$ cat config.mk
export PLATFORM = sky130hd
export DESIGN_NAME = branch_update_queue_flat
export DESIGN_NICKNAME = d
export VERILOG_FILES = /design/src/rtl/branch_update_queue_if.sv /design/src/rtl/branch_update_queue.sv /design/src/flat_wrapper.sv
export SDC_FILE = /design/constraint.sdc
export NUM_CORES = 1
export LEC_CHECK = 0
export CORE_ASPECT_RATIO = 1.5
export CORE_UTILIZATION = 40
export CTS_CLUSTER_DIAMETER = 40
export DETAILED_ROUTE_END_ITERATION = 8
export PLACE_DENSITY_LB_ADDON = 0.08
export SLEW_MARGIN = 5
export SYNTH_ARGS = -nofsm -noshare
export SYNTH_HDL_FRONTEND = slang
export SYNTH_SLANG_ARGS = --single-unit
$ cat constraint.sdc
create_clock -name clk -period 15.5 [get_ports clk]
set_input_delay 3.875 -clock clk [delete_from_list [all_inputs] [get_ports clk]]
set_output_delay 3.875 -clock clk [all_outputs]
set_load 0.02 [all_outputs]
$ cat src/rtl/branch_update_queue_if.sv
// Handshake bundle between fetch/execute and the branch update queue.
interface branch_update_queue_if #(
  parameter int DEPTH = 8,
  parameter int PC_W  = 32,
  parameter int PHT_W = 7,
  parameter int BHT_W = 4
);
  localparam int TAG_W = $clog2(DEPTH);

  logic             alloc_valid;
  logic             alloc_ready;
  logic [TAG_W-1:0] alloc_tag;
  logic [PC_W-1:0]  alloc_pc;
  logic             alloc_taken;
  logic [PC_W-1:0]  alloc_target;
  logic [PHT_W-1:0] alloc_PHT_index;
  logic [BHT_W-1:0] alloc_BHT_index;

  logic             resolve_valid;
  logic [TAG_W-1:0] resolve_tag;
  logic             resolve_taken;
  logic [PC_W-1:0]  resolve_target;

  logic             update_en;
  logic [PHT_W-1:0] update_PHT_index;
  logic [BHT_W-1:0] update_BHT_index;
  logic             branch_en;
  logic             mispredict;
  logic [PC_W-1:0]  redirect_pc;
  logic [TAG_W:0]   count;

  // Pipeline side: drives pushes and resolves, observes updates/redirects.
  modport master (
    output alloc_valid, alloc_pc, alloc_taken, alloc_target, alloc_PHT_index, alloc_BHT_index,
    output resolve_valid, resolve_tag, resolve_taken, resolve_target,
    input  alloc_ready, alloc_tag,
    input  update_en, update_PHT_index, update_BHT_index, branch_en,
    input  mispredict, redirect_pc, count
  );

  // Queue side.
  modport slave (
    input  alloc_valid, alloc_pc, alloc_taken, alloc_target, alloc_PHT_index, alloc_BHT_index,
    input  resolve_valid, resolve_tag, resolve_taken, resolve_target,
    output alloc_ready, alloc_tag,
    output update_en, update_PHT_index, update_BHT_index, branch_en,
    output mispredict, redirect_pc, count
  );
endinterface

$ cat src/rtl/branch_update_queue.sv
// Branch update queue: holds predicted branches from fetch until resolved, retires them in
// program order into the predictor update port, and flushes younger entries on a mispredict.
module branch_update_queue #(
  parameter int DEPTH = 8,
  parameter int PC_W  = 32,
  parameter int PHT_W = 7,
  parameter int BHT_W = 4
) (
  input logic                  clk,
  input logic                  resetn,
  branch_update_queue_if.slave bus
);
  localparam int TAG_W = $clog2(DEPTH);
  localparam logic [TAG_W:0] CNT_FULL = (TAG_W+1)'(DEPTH);

  typedef logic [TAG_W-1:0] tag_t;

  // Control state
  logic [DEPTH-1:0] valid_q, valid_d;
  logic [DEPTH-1:0] resolved_q, resolved_d;
  tag_t             head_q, head_d;
  tag_t             tail_q, tail_d;
  logic [TAG_W:0]   count_q, count_d;

  // Entry payload (meaningful only while the slot is valid, so no reset)
  logic [PC_W-1:0]  pc_q [DEPTH];
  logic [PC_W-1:0]  pc_d [DEPTH];
  logic             pred_taken_q [DEPTH];
  logic             pred_taken_d [DEPTH];
  logic [PC_W-1:0]  pred_target_q [DEPTH];
  logic [PC_W-1:0]  pred_target_d [DEPTH];
  logic [PHT_W-1:0] pht_idx_q [DEPTH];
  logic [PHT_W-1:0] pht_idx_d [DEPTH];
  logic [BHT_W-1:0] bht_idx_q [DEPTH];
  logic [BHT_W-1:0] bht_idx_d [DEPTH];
  logic             act_taken_q [DEPTH];
  logic             act_taken_d [DEPTH];
  logic [PC_W-1:0]  act_target_q [DEPTH];
  logic [PC_W-1:0]  act_target_d [DEPTH];

  // Registered outputs
  logic             update_en_q, update_en_d;
  logic [PHT_W-1:0] update_pht_q, update_pht_d;
  logic [BHT_W-1:0] update_bht_q, update_bht_d;
  logic             branch_en_q, branch_en_d;
  logic             mispredict_q, mispredict_d;
  logic [PC_W-1:0]  redirect_pc_q, redirect_pc_d;

  logic retire;
  logic retire_mp;
  logic alloc_ok;
  logic push;
  logic do_resolve;

  // Retire/flush decisions come from registered state only; a flush blocks push and resolve.
  always_comb begin
    retire    = valid_q[head_q] && resolved_q[head_q];
    retire_mp = retire &&
                ((pred_taken_q[head_q] != act_taken_q[head_q]) ||
                 (act_taken_q[head_q] && (pred_target_q[head_q] != act_target_q[head_q])));
    alloc_ok   = (count_q != CNT_FULL) && !retire_mp;
    push       = bus.alloc_valid && alloc_ok;
    do_resolve = bus.resolve_valid && valid_q[bus.resolve_tag] && !retire_mp;
  end

  // Next-state for queue entries, pointers, count and the registered update/redirect port.
  always_comb begin
    valid_d       = valid_q;
    resolved_d    = resolved_q;
    head_d        = head_q;
    tail_d        = tail_q;
    count_d       = count_q;
    pc_d          = pc_q;
    pred_taken_d  = pred_taken_q;
    pred_target_d = pred_target_q;
    pht_idx_d     = pht_idx_q;
    bht_idx_d     = bht_idx_q;
    act_taken_d   = act_taken_q;
    act_target_d  = act_target_q;
    update_en_d   = 1'b0;
    update_pht_d  = update_pht_q;
    update_bht_d  = update_bht_q;
    branch_en_d   = branch_en_q;
    mispredict_d  = 1'b0;
    redirect_pc_d = redirect_pc_q;

    if (do_resolve) begin
      resolved_d[bus.resolve_tag]   = 1'b1;
      act_taken_d[bus.resolve_tag]  = bus.resolve_taken;
      act_target_d[bus.resolve_tag] = bus.resolve_target;
    end

    if (retire) begin
      valid_d[head_q] = 1'b0;
      head_d          = head_q + tag_t'(1);
      update_en_d     = 1'b1;
      update_pht_d    = pht_idx_q[head_q];
      update_bht_d    = bht_idx_q[head_q];
      branch_en_d     = act_taken_q[head_q];
    end

    // Flush: everything younger than the retiring head is discarded.
    if (retire_mp) begin
      valid_d       = '0;
      tail_d        = head_q + tag_t'(1);
      mispredict_d  = 1'b1;
      redirect_pc_d = act_taken_q[head_q] ? act_target_q[head_q]
                                          : pc_q[head_q] + PC_W'(4);
    end

    if (push) begin
      valid_d[tail_q]       = 1'b1;
      resolved_d[tail_q]    = 1'b0;
      pc_d[tail_q]          = bus.alloc_pc;
      pred_taken_d[tail_q]  = bus.alloc_taken;
      pred_target_d[tail_q] = bus.alloc_target;
      pht_idx_d[tail_q]     = bus.alloc_PHT_index;
      bht_idx_d[tail_q]     = bus.alloc_BHT_index;
      tail_d                = tail_q + tag_t'(1);
    end

    if (retire_mp) begin
      count_d = '0;
    end else if (push && !retire) begin
      count_d = count_q + 1'b1;
    end else if (retire && !push) begin
      count_d = count_q - 1'b1;
    end
  end

  // Control and output registers with asynchronous reset.
  always_ff @(posedge clk or negedge resetn) begin
    if (!resetn) begin
      valid_q       <= '0;
      resolved_q    <= '0;
      head_q        <= '0;
      tail_q        <= '0;
      count_q       <= '0;
      update_en_q   <= 1'b0;
      update_pht_q  <= '0;
      update_bht_q  <= '0;
      branch_en_q   <= 1'b0;
      mispredict_q  <= 1'b0;
      redirect_pc_q <= '0;
    end else begin
      valid_q       <= valid_d;
      resolved_q    <= resolved_d;
      head_q        <= head_d;
      tail_q        <= tail_d;
      count_q       <= count_d;
      update_en_q   <= update_en_d;
      update_pht_q  <= update_pht_d;
      update_bht_q  <= update_bht_d;
      branch_en_q   <= branch_en_d;
      mispredict_q  <= mispredict_d;
      redirect_pc_q <= redirect_pc_d;
    end
  end

  // Entry payload storage.
  always_ff @(posedge clk) begin
    pc_q          <= pc_d;
    pred_taken_q  <= pred_taken_d;
    pred_target_q <= pred_target_d;
    pht_idx_q     <= pht_idx_d;
    bht_idx_q     <= bht_idx_d;
    act_taken_q   <= act_taken_d;
    act_target_q  <= act_target_d;
  end

  assign bus.alloc_ready      = alloc_ok;
  assign bus.alloc_tag        = tail_q;
  assign bus.update_en        = update_en_q;
  assign bus.update_PHT_index = update_pht_q;
  assign bus.update_BHT_index = update_bht_q;
  assign bus.branch_en        = branch_en_q;
  assign bus.mispredict       = mispredict_q;
  assign bus.redirect_pc      = redirect_pc_q;
  assign bus.count            = count_q;

endmodule

$ cat src/flat_wrapper.sv
// flat-port wrapper written by rule: the top's interface ports become plain ports
module branch_update_queue_flat 
#(
  parameter int DEPTH = 8,
  parameter int PC_W  = 32,
  parameter int PHT_W = 7,
  parameter int BHT_W = 4
)
  (clk, resetn, bus_alloc_valid, bus_alloc_pc, bus_alloc_taken, bus_alloc_target, bus_alloc_PHT_index, bus_alloc_BHT_index, bus_resolve_valid, bus_resolve_tag, bus_resolve_taken, bus_resolve_target, bus_alloc_ready, bus_alloc_tag, bus_update_en, bus_update_PHT_index, bus_update_BHT_index, bus_branch_en, bus_mispredict, bus_redirect_pc, bus_count);
  branch_update_queue_if #(.DEPTH(DEPTH), .PC_W(PC_W), .PHT_W(PHT_W), .BHT_W(BHT_W)) bus_i ();
  input logic clk;
  input logic resetn;
  input wire logic [$bits(bus_i.alloc_valid)-1:0] bus_alloc_valid;
  input wire logic [$bits(bus_i.alloc_pc)-1:0] bus_alloc_pc;
  input wire logic [$bits(bus_i.alloc_taken)-1:0] bus_alloc_taken;
  input wire logic [$bits(bus_i.alloc_target)-1:0] bus_alloc_target;
  input wire logic [$bits(bus_i.alloc_PHT_index)-1:0] bus_alloc_PHT_index;
  input wire logic [$bits(bus_i.alloc_BHT_index)-1:0] bus_alloc_BHT_index;
  input wire logic [$bits(bus_i.resolve_valid)-1:0] bus_resolve_valid;
  input wire logic [$bits(bus_i.resolve_tag)-1:0] bus_resolve_tag;
  input wire logic [$bits(bus_i.resolve_taken)-1:0] bus_resolve_taken;
  input wire logic [$bits(bus_i.resolve_target)-1:0] bus_resolve_target;
  output wire logic [$bits(bus_i.alloc_ready)-1:0] bus_alloc_ready;
  output wire logic [$bits(bus_i.alloc_tag)-1:0] bus_alloc_tag;
  output wire logic [$bits(bus_i.update_en)-1:0] bus_update_en;
  output wire logic [$bits(bus_i.update_PHT_index)-1:0] bus_update_PHT_index;
  output wire logic [$bits(bus_i.update_BHT_index)-1:0] bus_update_BHT_index;
  output wire logic [$bits(bus_i.branch_en)-1:0] bus_branch_en;
  output wire logic [$bits(bus_i.mispredict)-1:0] bus_mispredict;
  output wire logic [$bits(bus_i.redirect_pc)-1:0] bus_redirect_pc;
  output wire logic [$bits(bus_i.count)-1:0] bus_count;
  assign bus_i.alloc_valid = bus_alloc_valid;
  assign bus_i.alloc_pc = bus_alloc_pc;
  assign bus_i.alloc_taken = bus_alloc_taken;
  assign bus_i.alloc_target = bus_alloc_target;
  assign bus_i.alloc_PHT_index = bus_alloc_PHT_index;
  assign bus_i.alloc_BHT_index = bus_alloc_BHT_index;
  assign bus_i.resolve_valid = bus_resolve_valid;
  assign bus_i.resolve_tag = bus_resolve_tag;
  assign bus_i.resolve_taken = bus_resolve_taken;
  assign bus_i.resolve_target = bus_resolve_target;
  assign bus_alloc_ready = bus_i.alloc_ready;
  assign bus_alloc_tag = bus_i.alloc_tag;
  assign bus_update_en = bus_i.update_en;
  assign bus_update_PHT_index = bus_i.update_PHT_index;
  assign bus_update_BHT_index = bus_i.update_BHT_index;
  assign bus_branch_en = bus_i.branch_en;
  assign bus_mispredict = bus_i.mispredict;
  assign bus_redirect_pc = bus_i.redirect_pc;
  assign bus_count = bus_i.count;
  branch_update_queue #(.DEPTH(DEPTH), .PC_W(PC_W), .PHT_W(PHT_W), .BHT_W(BHT_W)) u_core (.clk(clk), .resetn(resetn), .bus(bus_i));
endmodule
Word level (Yosys, flattened, before mapping)
Cells that the tools add are included.
- output and inout bits: 54
- register bits after elaboration: 944
- word-level logic and storage cells: 180
- eq/ne operators: 3
- reductions and logical operators: 20
- add/subtract/negate cells: 5
- multiplexer cells: 65
- bitwise gates (word level): 9
- magnitude comparators: 11
- operators by type and width (operator ; count):
    bitwise mux 256 bit ; 3
    binary-select mux 32 bit (select 3 bit) ; 3
    2-to-1 mux 32 bit ; 9
    demux 32 bit (select 3 bit) ; 2
    bitwise mux 56 bit ; 1
    2-to-1 mux 8 bit ; 5
    adder 32 x 3 -> 32 bit, second input constant ; 1
    bitwise mux 32 bit ; 1
    inequality test 32 bit ; 1
    2-to-1 mux 4 bit ; 6
    binary-select mux 7 bit (select 3 bit) ; 1
    demux 7 bit (select 3 bit) ; 1
    2-to-1 mux 7 bit ; 3
    AND 8 bit ; 2
    bitwise mux 8 bit ; 2
    NOT 8 bit ; 2
    bitwise OR 8 bit ; 2
    binary-select mux 1 bit (select 3 bit) ; 5
    demux 1 bit (select 3 bit) ; 5
    logical AND 1 bit ; 14
    2-to-1 mux 1 bit ; 14
    binary-select mux 4 bit (select 3 bit) ; 1
    demux 4 bit (select 3 bit) ; 1
    >= comparator 4 bit, second input constant ; 3
    14 further kinds ; 25

Logic depth before layout (Yosys ltp)
- word-level depth: 16
- mapped depth: 23

Least setup slack after synthesis
No wires, ideal clock.
- path type: input -> register
- from: input bus_alloc_valid
- to: register u_core.bht_idx_q[28] (netlist bit), enable pin
- cell stages on the path: 4
- slack: 5.239 ns
- data required time: 14.897 ns
- data arrival time: 9.658 ns
- library setup time: 0.603 ns
- path buffers: 1
- path through: nand2b_1 -> or3_4 -> buf_6 -> nor3_1
- word-level cells in the longest chain between the ends: 1
- ends and longest elaborated chain (element ; line ; source):
    start: declaration ; flat_wrapper.sv:13 ; input wire logic [$bits(bus_i.alloc_valid)-1:0] bus_alloc_valid;
    logical AND 1 bit ; branch_update_queue.sv:62 ; push = bus.alloc_valid && alloc_ok;
    end signal: assignment ; branch_update_queue.sv:166 ; bht_idx_q <= bht_idx_d;
    end: declaration ; branch_update_queue.sv:34 ; logic [BHT_W-1:0] bht_idx_q [DEPTH];
Every way passes these cells.
A chain may end at the register's enable or synchronous reset.

Worst setup path in the final report
- from: register u_core.head_q[2]
- to: output bus_alloc_ready
- word-level cells in the longest chain between the ends: 10
- elaborated cells between the ends (all ways): 25
- those cells by class: eq/ne (2); mux (16); bitwise (1); reduce/logical (6)
- ends and longest elaborated chain (element ; line ; source):
    start: declaration ; branch_update_queue.sv:21 ; tag_t head_q, head_d;
    start signal: assignment ; branch_update_queue.sv:136 ; head_q <= '0;
    start signal: assignment ; branch_update_queue.sv:148 ; head_q <= head_d;
    NOT 3 -> 4 bit (not written as such) ; branch_update_queue.sv:59, branch_update_queue.sv:60 ;
    binary-select mux 32 bit (select 3 bit) ; branch_update_queue.sv:60 ; (act_taken_q[head_q] && (pred_target_q[head_q] != act_target_q[head_q])));
    2-to-1 mux 32 bit (not written as such) (2 in a row) ; branch_update_queue.sv:60 ;
    inequality test 32 bit ; branch_update_queue.sv:60 ;
    logical AND 1 bit ; branch_update_queue.sv:60 ;
    logical OR 1 bit ; branch_update_queue.sv:59 ; ((pred_taken_q[head_q] != act_taken_q[head_q]) ||
    logical AND 1 bit * ; branch_update_queue.sv:58 ; retire_mp = retire &&
    zero test 1 bit * ; branch_update_queue.sv:61 ; alloc_ok = (count_q != CNT_FULL) && !retire_mp;
    logical AND 1 bit * ; branch_update_queue.sv:61 ;
    end: declaration ; flat_wrapper.sv:23 ; output wire logic [$bits(bus_i.alloc_ready)-1:0] bus_alloc_ready;
Every way passes the cells marked *; elsewhere a longest branch is shown, timed or not. The select of a mux whose other input is x is not followed.

==> run summary <==
Status: complete, no violations
Max-slew violation count: 0
# diodes: 0
1st-iter DRT viols: 1,508
Leakage power: 15.1 nW
Register area share after synthesis: 0.729
CTS Root Cell: clkbuf_16
Clock sink count: 944
Vias: 19.4k
WP data required: 11.62 ns
First-pass GRT wire length: 150,000 um
Vias/cell: 5.46
Post-synthesis cell type count: 68
Total Power: 8.80 mW
Post-CTS Hold Buffers: 0
IO Pins: 170
Final setup skew: 0.0257 ns
Warnings, synthesis: 0
WS Path Type: reg2out
Post-Synthesis Cells: 1,950
Worst hold path type: reg2reg
Syn nets: 2,073
GPL Wtd Cong: 0.800
Fin. Hold Viols: 0
Crit path time final: 9.75 ns
Fraction of the mapped netlist area in adder cells: 0.00248
Post-DP HPWL: 62,500 um
Max-cap violations: 0
Num CTS Buffers: 115
Syn-to-layout area delta: 18.0%
Initial antenna violation count: 6
Setup WS pre-CTS: 6.43 ns
Die width: 255 um
Syn Area/Cell: 19.7 sq um
Die H: 382 um
CTS tree: built
Synthesized flop and latch total: 944
Starting Density: 0.405
Startpoint types: flip-flop
Fillers: 7,896
GRT Resource Usage Total: 0.220
Final period utilization: 0.629
Fin Hold WS: 0.509 ns
Drt first pass iters: 5
Total global routing overflow: 0
Worst Path Max Fanout: 103
Worst-margin pin slew: 1.18 ns
Vias in the first global route: 20.4k
Post-route worst setup slack: 5.75 ns
Clk buf depth: 3
CTS clock-pin slew for the worst setup and hold paths: 0.06 ns
Core ar.: 94,800 sq um
Routed WL: 105,000 um
Synthesized-area fraction occupied by ao, oa, aoi and oai cells: 0.0250
Routed Antenna Nets: 0
Synthesized area: 38,400 sq um
Cell Rows: 138
Simple-Gate Fraction of Synth Area: 0.0307
Largest family of logic cells by synthesized area: multiplexers
Share of cells above drive strength 1: 0.200
H-tree depth: 3
Worst Setup End Kind: output port
Crit path DAT: 5.87 ns
Drt wl/cell: 29.5 um
Async set or reset register ratio after synthesis: 0.0763
Unrepaired setup endpoints after global routing: no
Slew margin rel.: 0.214
Top_reg_cell synth: edfxtp_1
Area share of xor/xnor cells in the synthesized design: 0.0379
Max rail drop VDD: 0.000147 V
DRC Markers: 0
Setup repair bufs after CTS: 0
PostCTS Resize Cnt: 0
Setup TNS: 0 ns
Largest net degree at the start of global routing: 104
Final net count: 2,311
Die area: 97,300 sq um
Setup-failing EPs final: 0
Skew-Pair Late Insertion Delay: 0.72 ns
Post-synthesis mux area share: 0.156
Fmax: 103 MHz
Cell area power density: 194 nW/um^2
Post-synth EDFFs: 872
PortBufs: 169
-- synth_stat cells (5+ instances only) --
library cell,n,area share
nor4_1,7,0.0011
o21ai_0,26,0.0034
o22a_1,7,0.0016
nor2_1,87,0.0085
nand3_1,19,0.0025
a22oi_1,6,0.0012
buf_6,24,0.0070
mux4_2,162,0.095
buf_4,16,0.0031
nor3_1,28,0.0036
nand4_1,5,0.00081
and3_1,8,0.0013
mux2_2,27,0.0079
a21oi_1,53,0.0069
dfrtp_1,72,0.047
a211oi_1,15,0.0029
nand2_1,44,0.0043
nand2b_1,6,0.00098
clkbuf_1,11,0.0011
xnor2_1,82,0.019
mux4_1,26,0.018
xor2_1,84,0.019
buf_2,24,0.0031
buf_1,9,0.00088
inv_1,7,0.00068
nand3b_1,6,0.0012
o22ai_1,15,0.0024
mux2i_1,132,0.034
ha_1,6,0.0020
edfxtp_1,872,0.68
-- cells in the final DEF, fill, tap and decap left out, types with 12 or more instances in the layout --
master	n
xor2_1	84
clkinv_2	13
clkinv_1	12
dfrtp_1	69
nand2_1	44
clkinv_4	14
xnor2_1	82
nor3_1	21
nor2_1	81
mux4_1	26
mux2i_1	131
mux2_2	27
clkdlybuf4s50_1	168
nand3_1	19
clkinvlp_4	13
a211oi_1	15
clkbuf_1	16
mux4_2	162
clkbuf_16	117
edfxtp_1	872
inv_6	14
o21ai_0	26
a21oi_1	53
o22ai_1	15
buf_4	44
-- metal layers --
layer  GRT usage  part of all wire  wire, um  vias to the layer above
met4      0.0587             0.019      1980                        8
met5           0           0.00052        54                        -
met2       0.389              0.53     55300                      508
met1       0.279              0.41     42700                    10300
met3      0.0335             0.044      4590                      129
li1            -                 -         -                     8395
-- state kept, by name, summed over array words and instances, names as in the netlist, 8 cells and up --
name                    flops
u_core.act_taken_q          8
u_core.act_target_q       256
u_core.bht_idx_q           32
u_core.bus.redirect_pc     32
u_core.pc_q               256
u_core.pht_idx_q           56
u_core.pred_taken_q         8
u_core.pred_target_q      256
u_core.resolved_q           8
u_core.valid_q              8
-- cell type report --
class	instances	area [sq um]	area share
Clock buffer	138	3060	0.0674
Multi-Input combinational cell	905	9780	0.216
Tap cell	1260	1580	0.0348
Clock inverter	82	835	0.0184
Timing Repair Buffer	213	2030	0.0448
Inverter	9	38.8	0.000856
Sequential cell	944	28000	0.618
-- power by group --
part	internal, mW	switching, mW	total, mW	leakage [nW]
Sequential	3.17	0.217	3.39	8.74
Clock	1.59	1.10	2.70	1.87
Combinational	1.08	1.63	2.71	4.49
-- worst paths after layout --
| kind | slack, ns | end | start | cells after the start |
|---|---|---|---|---|
| max in group asynchronous | 11.24 | u_core.head_q[0] | resetn | 2 |
| worst min register to register | 0.51 | u_core.resolved_q[7] | u_core.resolved_q[7] | 1 |
| worst min-delay path | 0.51 | u_core.resolved_q[7] | u_core.resolved_q[7] | 1 |
| worst max-delay path | 5.75 | bus_alloc_ready | u_core.head_q[2] | 10 |
| worst max register to register | 8.40 | u_core.pc_q[1] | u_core.head_q[2] | 11 |
| min in group asynchronous | 3.05 | u_core.bus.update_BHT_index[1] | resetn | 1 |
-- cells by family (layout without fill, tap and decap cells) --
group,count (synthesis),after routing
flip-flops,944,944
multiplexers,348,348
AND/OR/NAND/NOR,233,233
XOR/XNOR,166,166
AO/OA/AOI/OAI,151,151
buffers and inverters,101,442
adder cells (fa/ha/maj),7,7
-- metrics by stage --
step	instances	utilization	cell area, sq um
6_report	3551	0.478	45300
4_1_cts	3551	0.478	45300
2_1_floorplan	1950	-	38400
3_5_place_dp	3331	0.437	41400
3_3_place_gp	3331	0.437	41400
5_1_grt	3551	0.478	45300
-- critical path, stage by stage (launching register included) --
cell	delay, ns
dfrtp_4	1.04
buf_12	0.51
inv_4	0.41
mux4_2	0.56
o22a_1	0.26
a2111oi_2	0.38
o2111ai_1	0.24
nor4_4	0.39
nor2_4	0.22
nor2_1	0.15
clkdlybuf4s50_1	0.61
Note: power is estimated with default switching activity, not from simulation.
